`config.mk`:
```
export PLATFORM = sky130hd
export DESIGN_NAME = pixel_word_packer
export DESIGN_NICKNAME = d
export VERILOG_FILES = /design/src/rtl/pixel_word_packer.sv
export SDC_FILE = /design/constraint.sdc
export NUM_CORES = 1
export LEC_CHECK = 0
export CAP_MARGIN = 20
export CELL_PAD_IN_SITES_DETAIL_PLACEMENT = 1
export CELL_PAD_IN_SITES_GLOBAL_PLACEMENT = 1
export CORE_UTILIZATION = 45
export CTS_BUF_LIST = sky130_fd_sc_hd__clkbuf_4 sky130_fd_sc_hd__clkbuf_8
export DETAILED_ROUTE_END_ITERATION = 8
export PLACE_DENSITY_LB_ADDON = 0.1
export REMOVE_ABC_BUFFERS = 1
export SLEW_MARGIN = 15
export SYNTH_ARGS = -nofsm -noshare
export SYNTH_HDL_FRONTEND = slang
export SYNTH_SLANG_ARGS = --single-unit
```
`constraint.sdc`:
```
create_clock -name clk -period 2.6 [get_ports clk]
set_clock_uncertainty 0.05 [all_clocks]
set_input_delay 0.52 -clock clk [delete_from_list [all_inputs] [get_ports clk]]
set_output_delay 0.52 -clock clk [all_outputs]
set_load 0.02 [all_outputs]
```
`src/rtl/pixel_word_packer.sv`:
```
`timescale 1ns/1ps
// Packs four 8-bit pixels into a 32-bit line-buffer word with column/line addressing and frame tracking.
// Latency: save_data strobes one cycle after the 4th pixel of a word is accepted.
// Backpressure: none; every pixel_valid cycle is consumed. Optional LINE_ERR_EN adds line_end resync.
module pixel_word_packer #(
  parameter int LINE_WIDTH  = 512,
  parameter int FRAME_LINES = 480
) (
  input  logic        clk,
  input  logic        rst_n,
  input  logic        frame_start,
  input  logic [7:0]  pixel_in,
  input  logic        pixel_valid,
  input  logic        line_end,
  output logic [31:0] datain,
  output logic [8:0]  address,
  output logic [8:0]  vertical_count,
  output logic        save_data,
  output logic        frame_done,
  output logic        overflow,
  output logic        line_err
);

  typedef enum logic [1:0] {
    S_IDLE   = 2'd0,
    S_ACTIVE = 2'd1,
    S_DONE   = 2'd2
  } state_t;

  localparam logic [8:0] LAST_COL  = 9'(LINE_WIDTH - 1);
  localparam logic [8:0] LAST_LINE = 9'(FRAME_LINES - 1);

  state_t      state_q, state_d;
  logic [8:0]  col_q, col_d;
  logic [8:0]  line_q, line_d;
  logic [23:0] shift_q, shift_d;
  logic [31:0] datain_q, datain_d;
  logic [8:0]  address_q, address_d;
  logic [8:0]  vcount_q, vcount_d;
  logic        save_q, save_d;
  logic        done_q, done_d;
  logic        ovf_q, ovf_d;
  logic        lerr_q, lerr_d;
  logic        resync;

  // A short/long line resyncs only when the feature is built in; otherwise line_end is dropped.
`ifdef LINE_ERR_EN
  assign resync = (state_q == S_ACTIVE) && line_end && (col_q != 9'd0);
`else
  logic unused_line_end;
  assign unused_line_end = line_end;
  assign resync = 1'b0;
`endif

  // Next-state, packing and strobe generation; frame_start overrides everything else.
  always_comb begin
    state_d   = state_q;
    col_d     = col_q;
    line_d    = line_q;
    shift_d   = shift_q;
    datain_d  = datain_q;
    address_d = address_q;
    vcount_d  = vcount_q;
    save_d    = 1'b0;
    done_d    = 1'b0;
    ovf_d     = ovf_q;
    lerr_d    = lerr_q;

    if (frame_start) begin
      // New frame; a coincident pixel becomes column 0 of it.
      state_d = S_ACTIVE;
      col_d   = 9'd0;
      line_d  = 9'd0;
      shift_d = 24'd0;
      if (pixel_valid) begin
        shift_d[7:0] = pixel_in;
        col_d        = 9'd1;
      end
    end else begin
      case (state_q)
        S_IDLE: begin
          // Pixels outside a frame are ignored.
        end

        S_ACTIVE: begin
          if (resync) begin
            // Resync wins over a coincident pixel: partial word and that pixel are dropped.
            lerr_d  = 1'b1;
            shift_d = 24'd0;
            col_d   = 9'd0;
            line_d  = line_q + 9'd1;
            if (line_q == LAST_LINE) begin
              state_d = S_DONE;
              done_d  = 1'b1;
            end
          end else if (pixel_valid) begin
            col_d = col_q + 9'd1;
            case (col_q[1:0])
              2'd0: shift_d[7:0]   = pixel_in;
              2'd1: shift_d[15:8]  = pixel_in;
              2'd2: shift_d[23:16] = pixel_in;
              default: begin
                // Lane 3 completes the word; the strobe carries the line it was captured on.
                save_d    = 1'b1;
                datain_d  = {pixel_in, shift_q};
                address_d = {col_q[8:2], 2'b00};
                vcount_d  = line_q;
                shift_d   = 24'd0;
              end
            endcase
            if (col_q == LAST_COL) begin
              col_d  = 9'd0;
              line_d = line_q + 9'd1;
              if (line_q == LAST_LINE) begin
                state_d = S_DONE;
                done_d  = 1'b1;
              end
            end
          end
        end

        S_DONE: begin
          if (pixel_valid) begin
            ovf_d = 1'b1;
          end
        end

        default: begin
          state_d = S_IDLE;
        end
      endcase
    end
  end

  // State and output registers; overflow/line_err are cleared only by reset.
  always_ff @(posedge clk or negedge rst_n) begin
    if (!rst_n) begin
      state_q   <= S_IDLE;
      col_q     <= 9'd0;
      line_q    <= 9'd0;
      shift_q   <= 24'd0;
      datain_q  <= 32'd0;
      address_q <= 9'd0;
      vcount_q  <= 9'd0;
      save_q    <= 1'b0;
      done_q    <= 1'b0;
      ovf_q     <= 1'b0;
      lerr_q    <= 1'b0;
    end else begin
      state_q   <= state_d;
      col_q     <= col_d;
      line_q    <= line_d;
      shift_q   <= shift_d;
      datain_q  <= datain_d;
      address_q <= address_d;
      vcount_q  <= vcount_d;
      save_q    <= save_d;
      done_q    <= done_d;
      ovf_q     <= ovf_d;
      lerr_q    <= lerr_d;
    end
  end

  assign datain         = datain_q;
  assign address        = address_q;
  assign vertical_count = vcount_q;
  assign save_data      = save_q;
  assign frame_done     = done_q;
  assign overflow       = ovf_q;
  assign line_err       = lerr_q;

endmodule
```
==> out/results.ini <==
[place]
io_buffers=62
place_congestion=0.776
hpwl_mm=6.51
placed_cells=538
placed_area_sq_mm=0.00510

[critical_path]
end_kind=flop
critPathTopFamily=simple AND/OR/NAND/NOR gates
crit_path_max_fanout=20
cp.arrival_ps=2580
path_cells=ha_1 > nand3_1 > nor2_1 > ha_1 > nand4b_1 > buf_12 > nor4_1 > mux2_2
cp.required_ps=2810
slowest_delay_ps=370
critPathBufInv=1
slowest_stage=dfrtp_1
criticalPathCategory=flop to flop
path_common_cell=ha_1
start_kind=flop

[sta]
worst_pin_slew_ps=724
hold_violations=0
drv_slew=0
fin_crit_sh_pct=91.2
final-setup-viol-count=0
maxSlewHeadroom_pct=51.7
period_minus_slack_ps=2370
rsz0062_at_grt=false
fin_setup_tns_ps=0
fmax_mhz=422

[floorplan]
rows=35
die_area_sq_mm=0.00993
ios=67
fp.dieH_um=99.7
die_x_um=99.7
core_area_sq_mm=0.00924
start_util_pct=46.5

[clocking]
ctsHoldBuffers=0
cts_made_buffers=9
cts_max_path_buffers=2
cts_tree=done
post_cts_buffers=0
worstSkewPairLatency_ps=370
cts.root.buffer_cell=clkbuf_8
clk_pin_slew_ps=100
ctsResizeCount=0
cts.htree.levels=3
clock-sinks=95

[flow_run]
max-cap-violations=0

[global_routing]
grt_pass1_wl_mm=16.3
grt_max_degree=43
antenna_found_initial=0
grtUsageTotal_pct=21.5
grt_pass1_vias=3186
gr-total-overflow=0

[yosys]
syn_inst=355
synth_warnings=0
synth_cell_types=42
syn-cell-area_sq_mm=0.00429
ys_seq_area_share_pct=55.4
synth_area_per_cell_sq_um=12.1
yosys_register_bits=95
async_flop_share_pct=100
synth-edff-count=0
synth_top_flop_cell=dfrtp_1

[layout]
syn2layout_area_growth_pct=23.1
fin_cells=554
fin_nets=440
finish.utilization_pct=57.2
diodes=0
final_cell_area_sq_mm=0.00529
num-fill-cells=972
drive_gt1_share_pct=21.6

[run_status]
status=complete, no violations

[route]
routedWlPerCell_um=17.1
vias_per_cell=5.36
first_iter_violations=76
first_pass_iters=4
wirelength_mm=9.46
vias=2968
drc_errors=0
ant_nets=0

[power]
p_total_uw=3130
leakagePower_uw=0.00234
peakVddDrop_mv=0.293
power_density_mw_per_mm2=592

[hold_path]
hp-class=input port to async pin

## placed cells by master (no fill, tap or decap), types with 4 or more instances in the layout
master,n
a21oi_1,26
buf_12,4
buf_4,15
clkbuf_8,10
clkdlybuf4s50_1,61
dfrtp_1,95
ha_1,7
inv_1,22
mux2_2,42
mux2_4,9
mux2i_1,11
nand2_1,16
nand3_1,14
nand4b_1,18
nor2_1,5
o21ai_0,22
o31ai_1,6
or4_1,4
## cells in the mapped netlist, types with 4 or more instances
cell type	instances	area (sq um)
o31ai_1	6	45.0
o21ai_0	22	110
nand2_1	16	60.1
buf_2	5	25.0
nor2_1	5	18.8
buf_4	4	30.0
mux2i_1	11	110
clkbuf_1	13	48.8
mux2_2	42	473
nand4b_1	18	158
or4_1	4	30.0
mux2_4	9	135
ha_1	7	87.6
a21oi_1	26	130
nand3_1	14	70.1
inv_1	22	82.6
dfrtp_1	95	2380
## layout make-up
cell class / instances / area (sq um) / share of cell area [%]
Sequential cell: 95 / 2380 / 45.0
Multi-Input combinational cell: 212 / 1680 / 31.7
Timing Repair Buffer: 80 / 803 / 15.2
Tap cell: 129 / 161 / 3.05
Clock buffer: 11 / 145 / 2.75
Inverter: 22 / 82.6 / 1.56
Clock inverter: 5 / 41.3 / 0.781
## state kept, by name, indices dropped and copies added (netlist names), 2 cells and up
signal / flops
shift_q: 24
state_q: 2
datain: 32
line_q: 9
col_q: 9
vertical_count: 9
address: 7
## cell families after synthesis
family | Yosys count | share of synthesized area (%)
AOI/OAI and AO/OA | 62 | 8.16
other | 1 | 0.0874
muxes | 62 | 16.7
DFF | 95 | 55.4
and+or+nand+nor | 77 | 11.5
adders and majority gates | 7 | 2.04
xor gates and xnor gates | 1 | 0.204
buffers and inverters | 50 | 5.92
## worst register-to-register path: stages (launching register included)
cell and delay (ps):
dfrtp_1 370, ha_1 290, nand3_1 110, nor2_1 100, ha_1 250, nand4b_1 180, buf_12 200, nor4_1 350
mux2_2 370
## where the power goes
group          internal [uW]  total [uW]  switching, uW  leakage (uW)
Combinational            272         564            292      0.000950
Clock                    392         930            539     0.0000896
Sequential              1580        1630           54.0       0.00130
## worst paths after layout
kind	from	endpoint	slack [ps]	cells after the start
max in group asynchronous	rst_n	address[3]	1740	2
hold / removal	rst_n	datain[2]	70	1
setup reg to reg	col_q[0]	line_q[7]	230	8
min in group clk	shift_q[16]	datain[16]	460	1
setup / recovery	col_q[0]	line_q[7]	230	8
hold reg to reg	shift_q[16]	datain[16]	460	1
## layer usage
| layer | track usage (%) | vias up | part of all wire, % |
|---|---|---|---|
| li1 | - | 1383 | - |
| met1 | 27.6 | 1518 | 44 |
| met2 | 35.9 | 56 | 51 |
| met3 | 4.22 | 11 | 3.0 |
| met4 | 8.14 | 0 | 1.8 |
| met5 | 0 | - | 0 |
## through the flow
step / hold slack (ps) / worst slack (ps)
final: 66.6 / 230
after global routing: 99.9 / 32.1
after CTS: 75.7 / 186
after detailed placement: 437 / 154
after global placement: 420 / 236
after floorplan: 174 / 98.0
No activity file was read; power rests on OpenSTA's default activity.
